**config.mk**
```make
export PLATFORM = sky130hd
export DESIGN_NAME = led_matrix_editor_flat
export DESIGN_NICKNAME = d
export VERILOG_FILES = /design/src/rtl/led_matrix_editor_if.sv /design/src/rtl/led_matrix_editor.sv /design/src/flat_wrapper.sv
export SDC_FILE = /design/constraint.sdc
export NUM_CORES = 1
export LEC_CHECK = 0
export CAP_MARGIN = 20
export CELL_PAD_IN_SITES_DETAIL_PLACEMENT = 1
export CELL_PAD_IN_SITES_GLOBAL_PLACEMENT = 1
export CORE_MARGIN = 4
export CORE_UTILIZATION = 35
export CTS_BUF_LIST = sky130_fd_sc_hd__clkbuf_8 sky130_fd_sc_hd__clkbuf_16
export DETAILED_ROUTE_END_ITERATION = 10
export HOLD_SLACK_MARGIN = 0.08
export PLACE_DENSITY = 0.62
export SLEW_MARGIN = 20
export SYNTH_ARGS = -nofsm -noshare
export SYNTH_HDL_FRONTEND = slang
export SYNTH_SLANG_ARGS = --single-unit
```
**constraint.sdc**
```tcl
create_clock -name CLOCK_50 -period 24.1 [get_ports CLOCK_50]
set_input_delay 4.82 -clock CLOCK_50 [delete_from_list [all_inputs] [get_ports CLOCK_50]]
set_output_delay 4.82 -clock CLOCK_50 [all_outputs]
set_load 0.005 [all_outputs]
```
**src/rtl/led_matrix_editor_if.sv**
```systemverilog
// Pin bundle between the LED matrix editor and its owner (mode mux / bench).
interface led_matrix_editor_if #(
    parameter int ROWS   = 5,
    parameter int COLS   = 7,
    parameter int FRAMES = 4
);
    localparam int FW = (FRAMES > 1) ? $clog2(FRAMES) : 1;

    logic              en;
    logic [4:1]        key;
    logic [ROWS-1:0]   row;
    logic [COLS-1:0]   column;
    logic              edit;
    logic [FW-1:0]     frame_sel;

    // Owner side: enables the block, forwards raw buttons, observes the matrix.
    modport master (output en, key, input row, column, edit, frame_sel);
    // Editor side.
    modport slave  (input en, key, output row, column, edit, frame_sel);
endinterface

```
**src/rtl/led_matrix_editor.sv**
```systemverilog
// Multi-frame pixel editor and column scanner for the pocket LED matrix.
// Four debounced buttons edit FRAMES bitmaps of ROWS x COLS pixels; the block
// also scans the selected frame onto the column-multiplexed matrix.
module led_matrix_editor #(
    parameter int ROWS         = 5,
    parameter int COLS         = 7,
    parameter int FRAMES       = 4,
    parameter int DEBOUNCE_CYC = 1_000_000,
    parameter int LONG_CYC     = 50_000_000,
    parameter int SCAN_CYC     = 50_000,
    parameter int BLINK_CYC    = 12_500_000,
    parameter int PLAY_CYC     = 25_000_000
) (
    input  logic               CLOCK_50,
    input  logic               rst,
    led_matrix_editor_if.slave bus
);
    localparam int NPIX = ROWS * COLS;
    localparam int CW   = $clog2(NPIX);
    localparam int FW   = (FRAMES > 1) ? $clog2(FRAMES) : 1;
    localparam int COLW = (COLS > 1) ? $clog2(COLS) : 1;
    localparam int DW   = $clog2(DEBOUNCE_CYC + 1);
    localparam int LW   = $clog2(LONG_CYC + 1);
    localparam int SW   = $clog2(SCAN_CYC + 1);
    localparam int BW   = $clog2(BLINK_CYC + 1);
    localparam int PW   = $clog2(PLAY_CYC + 1);

    typedef enum logic [1:0] {K1_IDLE, K1_HELD, K1_LONG} k1_state_e;

    // Key path state: synchroniser, debounced "pressed" level, edge history.
    logic [4:1]    meta_q, meta_d, sync_q, sync_d;
    logic [4:1]    pressed_q, pressed_d;
    logic [4:2]    prev_q, prev_d;
    logic [DW-1:0] deb_cnt_q [4:1];
    logic [DW-1:0] deb_cnt_d [4:1];
    logic [4:2]    press_pulse;

    // key[1] press classifier.
    k1_state_e     k1_state_q, k1_state_d;
    logic [LW-1:0] hold_cnt_q, hold_cnt_d;
    logic          k1_short, k1_long;

    // Editor state.
    logic [NPIX-1:0] frames_q [FRAMES];
    logic [NPIX-1:0] frames_d [FRAMES];
    logic [CW-1:0]   cursor_q, cursor_d;
    logic [FW-1:0]   frame_q, frame_d, frame_next;
    logic            edit_q, edit_d, play_q, play_d;
    logic [PW-1:0]   play_cnt_q, play_cnt_d;

    // Scanner state.
    logic [COLW-1:0] col_q, col_d;
    logic [SW-1:0]   scan_cnt_q, scan_cnt_d;
    logic [BW-1:0]   blink_cnt_q, blink_cnt_d;
    logic            blink_q, blink_d;
    logic [ROWS-1:0] row_q, row_d;
    logic [COLS-1:0] column_q, column_d;
    logic [CW-1:0]   pix_idx;

    logic ev_short, ev_long, ev_k2, ev_k3, ev_k4;

    // Synchronise, then debounce each key; the level flips after DEBOUNCE_CYC differing cycles.
    always_comb begin
        // NOTE: every combinational output gets a default first so no path leaves it unassigned (no latch).
        meta_d    = bus.key;
        sync_d    = meta_q;
        pressed_d = pressed_q;
        prev_d    = pressed_q[4:2];
        for (int k = 1; k <= 4; k++) begin
            deb_cnt_d[k] = '0;
            if (~sync_q[k] != pressed_q[k]) begin
                if (deb_cnt_q[k] == DW'(DEBOUNCE_CYC - 1)) pressed_d[k] = ~sync_q[k];
                else deb_cnt_d[k] = deb_cnt_q[k] + DW'(1);
            end
        end
    end

    assign press_pulse = pressed_q[4:2] & ~prev_q;

    // key[1] FSM: short pulse on release before LONG_CYC, long pulse once when the hold expires.
    always_comb begin
        k1_state_d = k1_state_q;
        hold_cnt_d = hold_cnt_q;
        k1_short   = 1'b0;
        k1_long    = 1'b0;
        case (k1_state_q)
            K1_IDLE: begin
                hold_cnt_d = '0;
                if (pressed_q[1]) k1_state_d = K1_HELD;
            end
            K1_HELD: begin
                if (!pressed_q[1]) begin
                    k1_short   = 1'b1;
                    k1_state_d = K1_IDLE;
                end else if (hold_cnt_q == LW'(LONG_CYC - 1)) begin
                    k1_long    = 1'b1;
                    k1_state_d = K1_LONG;
                end else begin
                    hold_cnt_d = hold_cnt_q + LW'(1);
                end
            end
            K1_LONG:  if (!pressed_q[1]) k1_state_d = K1_IDLE;
            default:  k1_state_d = K1_IDLE;
        endcase
    end

    // Key pulses only act while the block is selected; the key path itself keeps running.
    assign ev_short = bus.en & k1_short;
    assign ev_long  = bus.en & k1_long;
    assign ev_k2    = bus.en & press_pulse[2];
    assign ev_k3    = bus.en & press_pulse[3];
    assign ev_k4    = bus.en & press_pulse[4];
    assign frame_next = (frame_q == FW'(FRAMES - 1)) ? '0 : frame_q + FW'(1);

    // Editor: all same-cycle events read pre-update state; clear is applied after toggle so it wins.
    always_comb begin
        frames_d   = frames_q;
        cursor_d   = cursor_q;
        edit_d     = edit_q;
        play_d     = play_q;
        frame_d    = frame_q;
        play_cnt_d = play_cnt_q;
        if (ev_short && edit_q)
            cursor_d = (cursor_q == CW'(NPIX - 1)) ? '0 : cursor_q + CW'(1);
        if (ev_k2 && edit_q)
            frames_d[frame_q][cursor_q] = ~frames_q[frame_q][cursor_q];
        if (ev_k4 && edit_q)
            frames_d[frame_q] = '0;
        if (ev_k4 && !edit_q)
            play_d = ~play_q;
        if (ev_long) begin
            edit_d = ~edit_q;
            if (!edit_q) play_d = 1'b0;
        end
        if (bus.en) begin
            if (ev_k3) begin
                frame_d    = frame_next;
                play_cnt_d = '0;
            end else if (play_q && !edit_q) begin
                if (play_cnt_q == PW'(PLAY_CYC - 1)) begin
                    frame_d    = frame_next;
                    play_cnt_d = '0;
                end else begin
                    play_cnt_d = play_cnt_q + PW'(1);
                end
            end else begin
                play_cnt_d = '0;
            end
        end
    end

    // Scanner: column index and blink phase advance only while enabled; outputs are registered.
    always_comb begin
        col_d       = col_q;
        scan_cnt_d  = scan_cnt_q;
        blink_cnt_d = blink_cnt_q;
        blink_d     = blink_q;
        column_d    = '0;
        row_d       = '0;
        pix_idx     = '0;
        if (bus.en) begin
            if (scan_cnt_q == SW'(SCAN_CYC - 1)) begin
                scan_cnt_d = '0;
                col_d      = (col_q == COLW'(COLS - 1)) ? '0 : col_q + COLW'(1);
            end else begin
                scan_cnt_d = scan_cnt_q + SW'(1);
            end
            if (blink_cnt_q == BW'(BLINK_CYC - 1)) begin
                blink_cnt_d = '0;
                blink_d     = ~blink_q;
            end else begin
                blink_cnt_d = blink_cnt_q + BW'(1);
            end
            column_d[col_q] = 1'b1;
            for (int r = 0; r < ROWS; r++) begin
                pix_idx  = CW'(int'(col_q) * ROWS + r);
                row_d[r] = frames_q[frame_q][pix_idx] ^ (edit_q && blink_q && (cursor_q == pix_idx));
            end
        end
    end

    // Key path registers.
    always_ff @(posedge CLOCK_50 or posedge rst) begin
        // NOTE: sequential state uses non-blocking assignments so every flop samples pre-edge values.
        if (rst) begin
            meta_q     <= '1;
            sync_q     <= '1;
            pressed_q  <= '0;
            prev_q     <= '0;
            deb_cnt_q  <= '{default: '0};
            k1_state_q <= K1_IDLE;
            hold_cnt_q <= '0;
        end else begin
            meta_q     <= meta_d;
            sync_q     <= sync_d;
            pressed_q  <= pressed_d;
            prev_q     <= prev_d;
            deb_cnt_q  <= deb_cnt_d;
            k1_state_q <= k1_state_d;
            hold_cnt_q <= hold_cnt_d;
        end
    end

    // Editor registers.
    always_ff @(posedge CLOCK_50 or posedge rst) begin
        if (rst) begin
            // NOTE: frame storage is built from flops rather than RAM because reset must clear every frame.
            frames_q   <= '{default: '0};
            cursor_q   <= '0;
            edit_q     <= 1'b0;
            play_q     <= 1'b0;
            frame_q    <= '0;
            play_cnt_q <= '0;
        end else begin
            frames_q   <= frames_d;
            cursor_q   <= cursor_d;
            edit_q     <= edit_d;
            play_q     <= play_d;
            frame_q    <= frame_d;
            play_cnt_q <= play_cnt_d;
        end
    end

    // Scanner registers.
    always_ff @(posedge CLOCK_50 or posedge rst) begin
        if (rst) begin
            col_q       <= '0;
            scan_cnt_q  <= '0;
            blink_cnt_q <= '0;
            blink_q     <= 1'b0;
            row_q       <= '0;
            column_q    <= '0;
        end else begin
            col_q       <= col_d;
            scan_cnt_q  <= scan_cnt_d;
            blink_cnt_q <= blink_cnt_d;
            blink_q     <= blink_d;
            row_q       <= row_d;
            column_q    <= column_d;
        end
    end

    assign bus.row       = row_q;
    assign bus.column    = column_q;
    assign bus.edit      = edit_q;
    assign bus.frame_sel = frame_q;
endmodule

```
**src/flat_wrapper.sv**
```systemverilog
// flat-port wrapper written by rule: the top's interface ports become plain ports
module led_matrix_editor_flat 
#(
    parameter int ROWS         = 5,
    parameter int COLS         = 7,
    parameter int FRAMES       = 4,
    parameter int DEBOUNCE_CYC = 1_000_000,
    parameter int LONG_CYC     = 50_000_000,
    parameter int SCAN_CYC     = 50_000,
    parameter int BLINK_CYC    = 12_500_000,
    parameter int PLAY_CYC     = 25_000_000
)
  (CLOCK_50, rst, bus_en, bus_key, bus_row, bus_column, bus_edit, bus_frame_sel);
  led_matrix_editor_if #(.ROWS(ROWS), .COLS(COLS), .FRAMES(FRAMES)) bus_i ();
  input  logic CLOCK_50;
  input  logic rst;
  input wire logic [$bits(bus_i.en)-1:0] bus_en;
  input wire logic [$bits(bus_i.key)-1:0] bus_key;
  output wire logic [$bits(bus_i.row)-1:0] bus_row;
  output wire logic [$bits(bus_i.column)-1:0] bus_column;
  output wire logic [$bits(bus_i.edit)-1:0] bus_edit;
  output wire logic [$bits(bus_i.frame_sel)-1:0] bus_frame_sel;
  assign bus_i.en = bus_en;
  assign bus_i.key = bus_key;
  assign bus_row = bus_i.row;
  assign bus_column = bus_i.column;
  assign bus_edit = bus_i.edit;
  assign bus_frame_sel = bus_i.frame_sel;
  led_matrix_editor #(.ROWS(ROWS), .COLS(COLS), .FRAMES(FRAMES), .DEBOUNCE_CYC(DEBOUNCE_CYC), .LONG_CYC(LONG_CYC), .SCAN_CYC(SCAN_CYC), .BLINK_CYC(BLINK_CYC), .PLAY_CYC(PLAY_CYC)) u_core (.CLOCK_50(CLOCK_50), .rst(rst), .bus(bus_i));
endmodule
```
==> run metrics, run 1 <==
number of synthesized flops with an enable pin=0; DP Area=21,500 um2; Critical Path RT=24,530 ps; synth top area cells=dfrtp_1, mux4_2, o211ai_1, xnor2_1, nor2_1; routed len/inst=22.3 um; crit end category=flop; Sw Ratio=24.0%; Pwr Total=1.35 mW; Synth top area share=41.9%; Max Fclk=125 MHz; Max Slew Vio Count=0; #FFs+latches synth=354; sequential cell area fraction in the yosys report=43.0%; WS Path Type=primary input to flop; Pint=1.03 mW; layout cells sized above 1=12.9%; # resized after CTS=0; outcome=completed; Die ar.=62,900 um2; First DRT Iteration DRCs=1,036; Slew @ Worst Pin=1110 ps; count of different cell masters after synthesis=76; Final Setup Violations=0; area grow syn2layout=11.4%; vias after detailed routing=16,600; largest net degree at the start of global routing=143; vias in the first global route=17,500; chip width=251 um; ANT nets after route=0; Post-Syn Nets=2,091; Clock Sinks=354; Total Routing Usage GR=19.6%; final setup margin=16,110 ps; HP Class=flop to flop; PD cells=58.7 nW/um2; most common library cells after synthesis=dfrtp_1, nor2_1, nand2_1; final instance area=23,000 um2; Worst R2R Start=u_core.bus.frame_sel[1]; FP Rows=88; Max Fanout on Critical Path=35; max_cap viols=0; Die H=251 um; global route overflow=0; global placer's final weighted congestion=0.881; Final Hold Viols=0; clk root buf=clkbuf_16; Starting Density=35.6%; antenna fix cells=0; final clock skew=40.7 ps; switching power=0.324 mW; H-tree depth=2; worst path arrival time=8420 ps; Pleak=9.40 nW; Crit Reg-Reg Endpoint=u_core.frames_q[126]; CP Launch Type=primary input; Flop pwr share=46.5%; Post-CTS Setup Bufs=0; CTS Hold Bufs=0; Final nets=2,047; setup_tns=0 ps; Num CTS Buffers=44; number of port buffers=21; Post-synth ARST share=100%; RSZ-0062 raised after global routing=false; Reg2Reg Setup Slack=19,060 ps; clock network fraction of total power=49.7%; Max Root-Sink Buffers=3; hold_sp=u_core.meta_q[3]; most frequent cell after synthesis=dfrtp_1; Place WS=15,520 ps; area leader, netlist=dfrtp_1; total core area=58,000 um2; Vias/cell=5.89; I/O Pins=22; Slew Limit Headroom=25.5%; main flop type after synthesis=dfrtp_1; Tcrit/Tclk final=33.1%; sink of the worst hold path=u_core.sync_q[3]; clk_lat worst skew=600 ps; TritonCTS clock tree=done; global-route wire length before repair=101,000 um; clock transition at the registers of the reported paths=60 ps; Combinational Power Share=3.8%; Avg Inst Size Synth=10.0 um2; worst r2r path cells=9; VDD IR max=48.9 uV; min cycle time layout=7990 ps; Hold Crit Depth=0; final wirelength=62,600 um; initial antenna violation count=0; DRC viols=0; iteration count of the initial detailed-routing pass=5; synth warn=0; post-synthesis cell count=2,061; Post-Syn Area=20,600 um2; hpwl dp=40,700 um
-- cells by family (layout without fill, tap and decap cells) --
logic type | Yosys count | after routing | synth area share [%]
xor gates and xnor gates | 170 | 170 | 7.49
and+or+nand+nor | 741 | 741 | 17.4
AOI/OAI and AO/OA | 456 | 456 | 17.6
buffers and inverters | 190 | 176 | 3.82
DFF | 354 | 354 | 43.0
muxes | 127 | 127 | 9.32
adders and majority gates | 23 | 23 | 1.39
-- how the worst max path moves through the flow --
stage	from	endpoint	slack (ps)	cells after the start
after floorplan	rst	asynchronous set/reset pin	9470	1
after global placement	bus_en	flop	15480	10
after detailed placement	bus_en	flop	15520	10
after CTS	bus_en	flop	16130	10
after global routing	bus_en	flop	15800	10
final	bus_en	flop	16110	10
-- cell type report --
| type | instances | area, um2 |
|---|---|---|
| Inverter | 47 | 189 |
| Clock buffer | 57 | 1280 |
| Clock inverter | 19 | 194 |
| Sequential cell | 354 | 8870 |
| Fill cell | 6368 | 35000 |
| Tap cell | 765 | 957 |
| Timing Repair Buffer | 53 | 467 |
| Multi-Input combinational cell | 1517 | 11000 |
-- routing by layer --
| layer | wire [um] | share of wire (%) | vias to the layer above | global-route usage, % |
|---|---|---|---|---|
| met2 | 29500 | 47 | 341 | 32.5 |
| met1 | 28500 | 45 | 8521 | 26.6 |
| li1 | - | - | 7587 | - |
| met5 | 0 | 0 | - | 0 |
| met4 | 2010 | 3.2 | 0 | 6.25 |
| met3 | 2630 | 4.2 | 118 | 2.96 |
-- placed cells by master (no fill, tap or decap), drive strengths merged, types with 10 or more instances in the layout --
master and instances:
a21oi 22, a31oi 10, and2 16, and3 37
and4 10, buf 32, clkbuf 57, clkdlybuf4s50 21
clkinv 12, dfrtp 346, ha 23, inv 51
mux2 42, mux2i 37, mux4 48, nand2 191
nand2b 15, nand3 117, nand4 39, nor2 200
nor2b 13, nor3 30, nor4 13, o211ai 126
o21ai 68, o22ai 17, o31ai 64, o41ai 92
or3 13, xnor2 88, xor2 78
-- power groups by stage --
stage	Clock (mW)	Sequential [mW]	Combinational, mW
detailed placement	0	0.639	0.0525
global route	0.716	0.631	0.0597
CTS	0.691	0.628	0.0527
floorplan	0	0.635	0.0397
finish	0.671	0.628	0.0507
global placement	0	0.638	0.0496
-- sequential cells by signal, summed over array words and instances, names as in the netlist, 2 cells and up, named ones only --
register	flops
u_core.frames_q	105
u_core.deb_cnt_q	80
u_core.hold_cnt_q	26
u_core.play_cnt_q	25
u_core.blink_cnt_q	24
u_core.scan_cnt_q	16
u_core.bus.column	7
u_core.cursor_q	6
u_core.bus.row	5
u_core.meta_q	4
u_core.pressed_q	4
u_core.sync_q	4
u_core.col_q	3
u_core.prev_q	3
u_core.bus.frame_sel	2
u_core.k1_state_q	2
-- per-stage QoR --
stage          utilization [%]  instances  hold WS [ps]
2_1_floorplan                -       2061           345
3_3_place_gp              37.0       2735           346
3_5_place_dp              37.0       2735           347
4_1_cts                   39.5       2811           356
5_1_grt                   39.6       2812           359
6_report                  39.6       2812           354
-- critical path, cell delays in order --
cell and delay (ps):
clkdlybuf4s50_1 450, buf_4 360, nand2_1 190, nor3_1 170, buf_4 200, nand2_1 650
or2_2 790, buf_4 320, o311ai_0 300, o41ai_1 130
No activity file was read; power rests on OpenSTA's default activity.
==> run 2: changes to the inputs <==
- clock period: 24.1 -> 8.2 ns (I/O delays scaled with it)
==> run metrics, run 2 (synthesis gave the netlist of run 1 again) <==
VDD IR max=145 uV (was 48.9 uV); Critical Path Slowest Stage Cell=or2_2 (unchanged); DRC viols=0 (unchanged); most flop-heavy register=u_core.frames_q (unchanged); chip width=251 um (unchanged); leading cell type in the layout, fill and taps excluded=dfrtp_1 (unchanged); Slew Limit Headroom=25.4% (was 25.5%); Tcrit/Tclk final=60.2%; Starting Density=35.6% (unchanged); min cycle time layout=4930 ps; Total Routing Usage GR=19.6% (about the same); critical path depth=9 (was 10); Max Slew Vio Count=0 (unchanged); CP Launch Type=primary input (unchanged); worst-path cell chain=clkdlybuf4s50_1, buf_4, nand2_1, nor3_1, buf_4, nand2_1, or2_2, o311ai_0, o41ai_1 (was clkdlybuf4s50_1, buf_4, nand2_1, nor3_1, buf_4, nand2_1, or2_2, buf_4, o311ai_0, o41ai_1); layout cells sized above 1=13.0% (was 12.9%); First DRT Iteration DRCs=1,320 (was 1,036); worst r2r path cells=12 (was 9); Slew @ Worst Pin=1120 ps (was 1110 ps); global placer's final weighted congestion=0.919 (was 0.881); FP Rows=88 (unchanged); Max Root-Sink Buffers=3 (unchanged); area grow syn2layout=11.8% (was 11.4%); clk_lat worst skew=580 ps (was 600 ps); final wirelength=62,600 um (about the same); setup_tns=0 ps (unchanged); antenna fix cells=0 (unchanged); Die ar.=62,900 um2 (unchanged); Crit Reg-Reg Endpoint=u_core.bus.row[3] (was u_core.frames_q[126]); hpwl dp=41,300 um (was 40,700 um); Pleak=9.46 nW (was 9.40 nW); WS Path Type=primary input to flop (unchanged); Die H=251 um (unchanged); initial antenna violation count=0 (unchanged); Clock Sinks=354 (unchanged); PD cells=174 nW/um2 (was 58.7 nW/um2); CP peak stage delay=930 ps (was 790 ps); Num CTS Buffers=44 (unchanged); global-route wire length before repair=100,000 um (was 101,000 um); H-tree depth=2 (unchanged); outcome=completed (unchanged); routed len/inst=22.2 um (was 22.3 um); max FFs per register=105 (unchanged); largest net degree at the start of global routing=90 (was 143); Post-CTS Setup Bufs=0 (unchanged); crit end category=flop (unchanged); final clock skew=35.4 ps (was 40.7 ps); Worst R2R Start=u_core.col_q[0] (was u_core.bus.frame_sel[1]); RSZ-0062 raised after global routing=false (unchanged); CTS Hold Bufs=0 (unchanged); max_cap viols=0 (unchanged); most frequent cells in the layout=dfrtp_1, nor2_1, nand2_1, o211ai_1, nand3_1 (unchanged); Max Fclk=203 MHz; Final Setup Violations=0 (unchanged); TritonCTS clock tree=done (unchanged); clock transition at the registers of the reported paths=60 ps (about the same); total core area=58,000 um2 (unchanged); Critical Path RT=8630 ps (was 24,530 ps); Final Hold Viols=0 (unchanged); CP Buf/Inv Count=3 (was 4); global route overflow=0 (unchanged); I/O Pins=22 (unchanged); ANT nets after route=0 (unchanged); number of port buffers=21 (unchanged); Reg2Reg Setup Slack=3610 ps (was 19,060 ps); Worst Setup SP=bus_en (unchanged); iteration count of the initial detailed-routing pass=5 (unchanged); vias after detailed routing=16,600 (about the same); HP Class=flop to flop (unchanged); Top Family by Delay on Critical Path=simple AND/OR/NAND/NOR gates (unchanged); dpl cells=2,737 (was 2,735); vias in the first global route=17,500 (about the same); # resized after CTS=0 (unchanged); worst path arrival time=5360 ps (was 8420 ps); Final nets=2,049 (was 2,047); Layout Cells excl Fill=2,819 (was 2,812); clk root buf=clkbuf_16 (unchanged); Max Fanout on Critical Path=44 (was 35); Vias/cell=5.90 (was 5.89); Top Registers=u_core.frames_q (105), u_core.deb_cnt_q (80), u_core.hold_cnt_q (26) (unchanged)
## run 2: cell types whose count changed in the layout (fill, tap and decap cells not counted), moves of 2 or more
cell      delta
clkinv_2     -5
inv_1        +5
clkbuf_8     +3
nor3_2       +3
buf_4        +2
clkinv_4     +2
clkinv_8     -2
nor3_1       -2
## run 2: worst min path at each step
stage	depth (start not counted)	startpoint	slack, ps	end
3_3_place_gp	0	u_core.meta_q[3]	350	u_core.sync_q[3]
5_1_grt	0	u_core.meta_q[3]	360	u_core.sync_q[3]
4_1_cts	0	u_core.meta_q[3]	360	u_core.sync_q[3]
6_report	0	u_core.meta_q[3]	350	u_core.sync_q[3]
2_1_floorplan	0	u_core.meta_q[1]	350	u_core.sync_q[1]
3_5_place_dp	0	u_core.meta_q[3]	350	u_core.sync_q[3]
## run 2: layout make-up
cell class,count,area [um2]
Multi-Input combinational cell,1517,11000
Clock buffer,61,1350
Tap cell,765,957
Timing Repair Buffer,55,490
Fill cell,6379,34900
Clock inverter,20,200
Inverter,47,180
Sequential cell,354,8870
## run 2: through the flow
step,cell area [um2],worst slack (ps),utilization [%],hold WS (ps),total power [mW]
2_1_floorplan,20600,1820,-,345,1.98
3_3_place_gp,21500,2710,37.1,346,2.02
3_5_place_dp,21500,2700,37.1,347,2.03
4_1_cts,23100,3130,39.7,355,4.10
5_1_grt,23100,3040,39.8,356,4.19
6_report,23100,3270,39.8,354,4.02
## run 2: report_power, final
group	total [mW]	switching (mW)	internal (mW)
Clock	2.02	0.785	1.24
Combinational	0.150	0.0939	0.0563
Sequential	1.85	0.0517	1.80
## run 2: layer usage
metal | share of wire (%) | wire, um | vias to the layer above | global-route usage [%]
met3 | 4.6 | 2900 | 121 | 2.95
met4 | 3.3 | 2090 | 0 | 6.82
met5 | 0 | 0 | - | 0
met1 | 45 | 28400 | 8524 | 26.8
li1 | - | - | 7603 | -
met2 | 47 | 29200 | 376 | 31.8
